$ cat src/rtl/ctrl_resolve_stage.sv
// Control-instruction resolve stage: link writeback, predictor update,
// fetch redirect handshake with post-redirect recovery drain.
//
// Ports:
//   clk, reset            clock, synchronous active-high reset
//   flush_i               squash all block state (priority over all)
//   valid_i, pc_i, result_i, nextPC_i, direction_i, flags_i, tag_i
//                         control-ALU packet (flags: 0 misp, 4 link, 5 xfer)
//   stall_o               hold upstream packet (state != IDLE)
//   wbValid_o/wbTag_o/wbData_o                      link writeback
//   bpUpdValid_o/bpUpdPC_o/bpUpdTarget_o/bpUpdDir_o predictor update
//   redirectValid_o/redirectPC_o, redirectReady_i   fetch redirect
//   mispCount_o           saturating count of accepted redirects
module ctrl_resolve_stage #(
  parameter int TAG_W          = 7,
  parameter int RECOVER_CYCLES = 2
) (
  input  logic             clk,
  input  logic             reset,
  input  logic             flush_i,
  input  logic             valid_i,
  input  logic [31:0]      pc_i,
  input  logic [31:0]      result_i,
  input  logic [31:0]      nextPC_i,
  input  logic             direction_i,
  input  logic [7:0]       flags_i,
  input  logic [TAG_W-1:0] tag_i,
  output logic             stall_o,
  output logic             wbValid_o,
  output logic [TAG_W-1:0] wbTag_o,
  output logic [31:0]      wbData_o,
  output logic             bpUpdValid_o,
  output logic [31:0]      bpUpdPC_o,
  output logic [31:0]      bpUpdTarget_o,
  output logic             bpUpdDir_o,
  output logic             redirectValid_o,
  output logic [31:0]      redirectPC_o,
  input  logic             redirectReady_i,
  output logic [15:0]      mispCount_o
);

  localparam logic [1:0] IDLE          = 2'd0;
  localparam logic [1:0] REDIRECT_WAIT = 2'd1;
  localparam logic [1:0] RECOVER       = 2'd2;

  // Loaded on entry so RECOVER spans exactly RECOVER_CYCLES cycles.
  localparam logic [3:0] RECOVER_LAST = 4'(RECOVER_CYCLES - 1);

  logic [1:0]  state;
  logic [3:0]  recover_cnt;
  logic [15:0] misp_count;
  logic        accept;
  logic        do_wb;
  logic        do_bp;
  logic        unused_flags;

  assign stall_o      = (state != IDLE);
  assign accept       = valid_i && !stall_o && !flush_i;
  assign do_wb        = accept && flags_i[4];
  assign do_bp        = accept && flags_i[5];
  assign mispCount_o  = misp_count;
  assign unused_flags = ^{flags_i[7:6], flags_i[3:1]};

  always_ff @(posedge clk) begin
    if (reset) begin
      state           <= IDLE;
      recover_cnt     <= 4'd0;
      misp_count      <= 16'd0;
      wbValid_o       <= 1'b0;
      wbTag_o         <= '0;
      wbData_o        <= 32'd0;
      bpUpdValid_o    <= 1'b0;
      bpUpdPC_o       <= 32'd0;
      bpUpdTarget_o   <= 32'd0;
      bpUpdDir_o      <= 1'b0;
      redirectValid_o <= 1'b0;
      redirectPC_o    <= 32'd0;
    end else if (flush_i) begin
      state           <= IDLE;
      recover_cnt     <= 4'd0;
      wbValid_o       <= 1'b0;
      bpUpdValid_o    <= 1'b0;
      redirectValid_o <= 1'b0;
    end else begin
      wbValid_o    <= do_wb;
      bpUpdValid_o <= do_bp;
      if (do_wb) begin
        wbTag_o  <= tag_i;
        wbData_o <= result_i;
      end
      if (do_bp) begin
        bpUpdPC_o     <= pc_i;
        bpUpdTarget_o <= nextPC_i;
        bpUpdDir_o    <= direction_i;
      end
      case (state)
        IDLE: begin
          if (accept && flags_i[0]) begin
            state           <= REDIRECT_WAIT;
            redirectValid_o <= 1'b1;
            redirectPC_o    <= nextPC_i;
          end
        end
        REDIRECT_WAIT: begin
          if (redirectReady_i) begin
            state           <= RECOVER;
            redirectValid_o <= 1'b0;
            recover_cnt     <= RECOVER_LAST;
            if (misp_count != 16'hFFFF)
              misp_count <= misp_count + 16'd1;
          end
        end
        RECOVER: begin
          if (recover_cnt == 4'd0)
            state <= IDLE;
          else
            recover_cnt <= recover_cnt - 4'd1;
        end
        default: begin
          state           <= IDLE;
          recover_cnt     <= 4'd0;
          redirectValid_o <= 1'b0;
        end
      endcase
    end
  end

endmodule

$ cat config.mk
export PLATFORM = sky130hd
export DESIGN_NAME = ctrl_resolve_stage
export DESIGN_NICKNAME = d
export VERILOG_FILES = /design/src/rtl/ctrl_resolve_stage.sv
export SDC_FILE = /design/constraint.sdc
export NUM_CORES = 1
export LEC_CHECK = 0
export ABC_AREA = 1
export CORE_MARGIN = 4
export CORE_UTILIZATION = 38
export CTS_CLUSTER_DIAMETER = 60
export DETAILED_ROUTE_END_ITERATION = 8
export PLACE_DENSITY = 0.76
export SYNTH_ARGS = -nofsm -noshare
export SYNTH_HDL_FRONTEND = slang
export SYNTH_SLANG_ARGS = --single-unit
$ cat constraint.sdc
create_clock -name clk -period 1.4 [get_ports clk]
set_input_delay 0.28 -clock clk [delete_from_list [all_inputs] [get_ports clk]]
set_output_delay 0.28 -clock clk [all_outputs]
set_load 0.005 [all_outputs]
==> run_results.csv <==
group,metric,value,unit
outcome,outcome,"complete, but fails checks",
outcome,violations,"negative setup slack",
detailed_routing,drt-initial-drc-count,358,
detailed_routing,antenna_left,0,
final_layout,final_design_area_no_fill,11800,um^2
clocking,cts_htree_levels,4,
clocking,cts_tree,"built",
floorplan,boundaryPins,273,
floorplan,die_h,137,um
sta,worstMarginPinSlew,432,ps
sta,rsz0062_at_grt,"yes",
global_route,antenna_found_initial,0,
setup_path,arrival,1930,ps
placement,dp_cells,1318,
placement,dp_slack,-429,ps
detailed_routing,drt_pass1_iterations,5,
sta,timing.final.ws_setup,-185,ps
detailed_routing,routedWlPerCell,17.5,um
placement,gp_congestion,0.810,
hold_path,hp-class,"input port to flip-flop",
global_route,grt.overflow.total,0,
sta,timing.fmax,0.631,GHz
detailed_routing,postRouteWirelength,24.3,mm
detailed_routing,vias,7083,
sta,relSlewSlack,71.2,%
setup_path,cp.required,1750,ps
setup_path,end_kind,"flip-flop",
power_and_ir_drop,p_per_area,972,nW/um^2
yosys,syn_area,6280,um^2
sta,finalSetupViolations,144,
final_layout,synthToLayoutAreaGrowth,87.0,%
sta,slew_viol_final,0,
final_layout,most-common-layout-cells,"138 x dlygate4sd2_1, 137 x dfxtp_1, 128 x nand2_1",
final_layout,fin_util,73.2,%
floorplan,dieArea,18700,um^2
global_route,grt_first_pass_wirelength,35.8,mm
clocking,clock-sinks,161,
final_layout,final_common_cell,"dlygate4sd2_1",
sta,hold_viol,0,
sta,period_minus_slack,1580,ps
sta,skew,8.25,ps
setup_path,crit_fanout,6,
floorplan,core.rowCount,46,
setup_path,cp-start-kind,"flip-flop",
final_layout,drive_above_1_share,30.2,%
global_route,grt_usage,24.1,%
placement,placed_area,9560,um^2
placement,dp_hpwl,14.3,mm
power_and_ir_drop,ir_drop,0.797,mV
yosys,ys_ff_latch,161,
power_and_ir_drop,power.leakage,5.00,nW
yosys,syn_inst,835,
global_route,grt_pass1_vias,7036,
clocking,numCtsBuffers,17,
floorplan,fp.dieW,137,um
detailed_routing,viasPerCell,5.12,
yosys,yosys_warnings,0,
global_route,grt_max_degree,73,
clocking,cts.reportedPaths.clkPinSlew,70,ps
yosys,synth_nets,959,
sta,setup_tns,-18660,ps
yosys,yosysSeqAreaShare,51.3,%
final_layout,instances_no_fill,1384,
clocking,clkLatencyLatePin,420,ps
floorplan,core-area,16100,um^2
placement,port_buffers,267,
yosys,syn_avg_cell_area,7.53,um^2
clocking,clockBufferDepth,2,
detailed_routing,drc,0,
floorplan,start_util,39.1,%
run,maxCapViolCount,0,
final_layout,diodes,0,
sta,period_share,113,%
clocking,cts-root-buf,"clkbuf_16",
final_layout,fin_nets,1280,
setup_path,crit_type,"flip-flop to flip-flop",
yosys,yosysUniqueCellTypes,23,
-- power breakdown --
group / switching, W / leakage [nW] / internal [W] / total (W)
sequential: 0.000105 / 1.32 / 0.00473 / 0.00484
clock: 0.00203 / 0.280 / 0.00266 / 0.00469
combinational: 0.000879 / 3.40 / 0.00102 / 0.00190
total: 0.00302 / 5.00 / 0.00841 / 0.0114
-- critical path: stages, from the launching register on --
cell and delay [ps]:
dfxtp_2 330, inv_2 70, ha_4 160, nand2_4 50, nor2_4 150, buf_6 130
buf_6 110, nand2_8 80, clkinv_8 100, clkbuf_16 160, nand2_2 50, a21oi_1 120
-- path summary, 6_finish.rpt --
kind	startpoint	endpoint	slack, ps	cells past startpoint
min reg2reg	wbData_o[13]	wbData_o[13]	450	2
max	state[1]	redirectPC_o[1]	-180	11
max reg2reg	state[1]	redirectPC_o[1]	-180	11
min	reset	state[0]	340	5
-- routing by layer --
layer	vias up	wire (um)	track usage (%)
met5	-	0	0
met4	0	820	9.80
met3	63	1720	6.51
met2	286	12400	42.4
met1	3328	9310	27.7
li1	3406	-	-
-- flip-flops by register name, summed over array words and instances (netlist names) --
name / count
bpUpdDir_o: 1
bpUpdPC_o: 32
bpUpdTarget_o: 32
bpUpdValid_o: 1
mispCount_o: 16
recover_cnt: 4
redirectPC_o: 32
redirectValid_o: 1
state: 2
wbData_o: 32
wbTag_o: 7
wbValid_o: 1
-- cell type report --
class | count | area (um^2)
clock buffer | 17 | 425
clock inverter | 14 | 159
fill | 1142 | 4310
inverter | 38 | 160
multi-input combinational | 577 | 3630
sequential | 161 | 3260
tap | 216 | 270
timing repair buffer | 361 | 3850
-- repair_timing --
item,in CTS,in global routing
pin swaps,38,39
gates resized for setup,310,230
buffers inserted,24,8
gates cloned,15,4
endpoints found under the setup margin,315,166
hold buffers,0,0
-- logic make-up after synthesis --
logic type / Yosys count / synth area share, %
adder cells (fa/ha/maj): 7 / 1.39
AO/OA/AOI/OAI: 153 / 12.2
XOR/XNOR: 1 / 0.139
buffers and inverters: 97 / 6.91
AND/OR/NAND/NOR: 416 / 28.0
flip-flops: 161 / 51.3
-- cell usage after synthesis (all sizes together) --
library cell  instances  area, um^2
nand2               228         861
dfxtp               161        3220
a21oi               146         731
nand3               135         676
nor2                 45         179
inv                  38         143
clkbuf               31         116
buf                  28         175
ha                    7        87.6
o21ai                 5        25.0
nor3                  4        20.0
nand4                 3        18.8
a211oi                1        7.51
a31oi                 1        6.26
and3                  1        6.26
xor2                  1        8.76
-- stage by stage --
| stage | total power (W) | hold slack, ps |
|---|---|---|
| 2_1_floorplan | 0.00545 | 423 |
| 3_5_place_dp | 0.00636 | 450 |
| 4_1_cts | 0.0113 | 311 |
| 3_3_place_gp | 0.00634 | 446 |
| 6_report | 0.0114 | 344 |
| 5_1_grt | 0.0118 | 343 |
(Power assumes the default switching activity.)
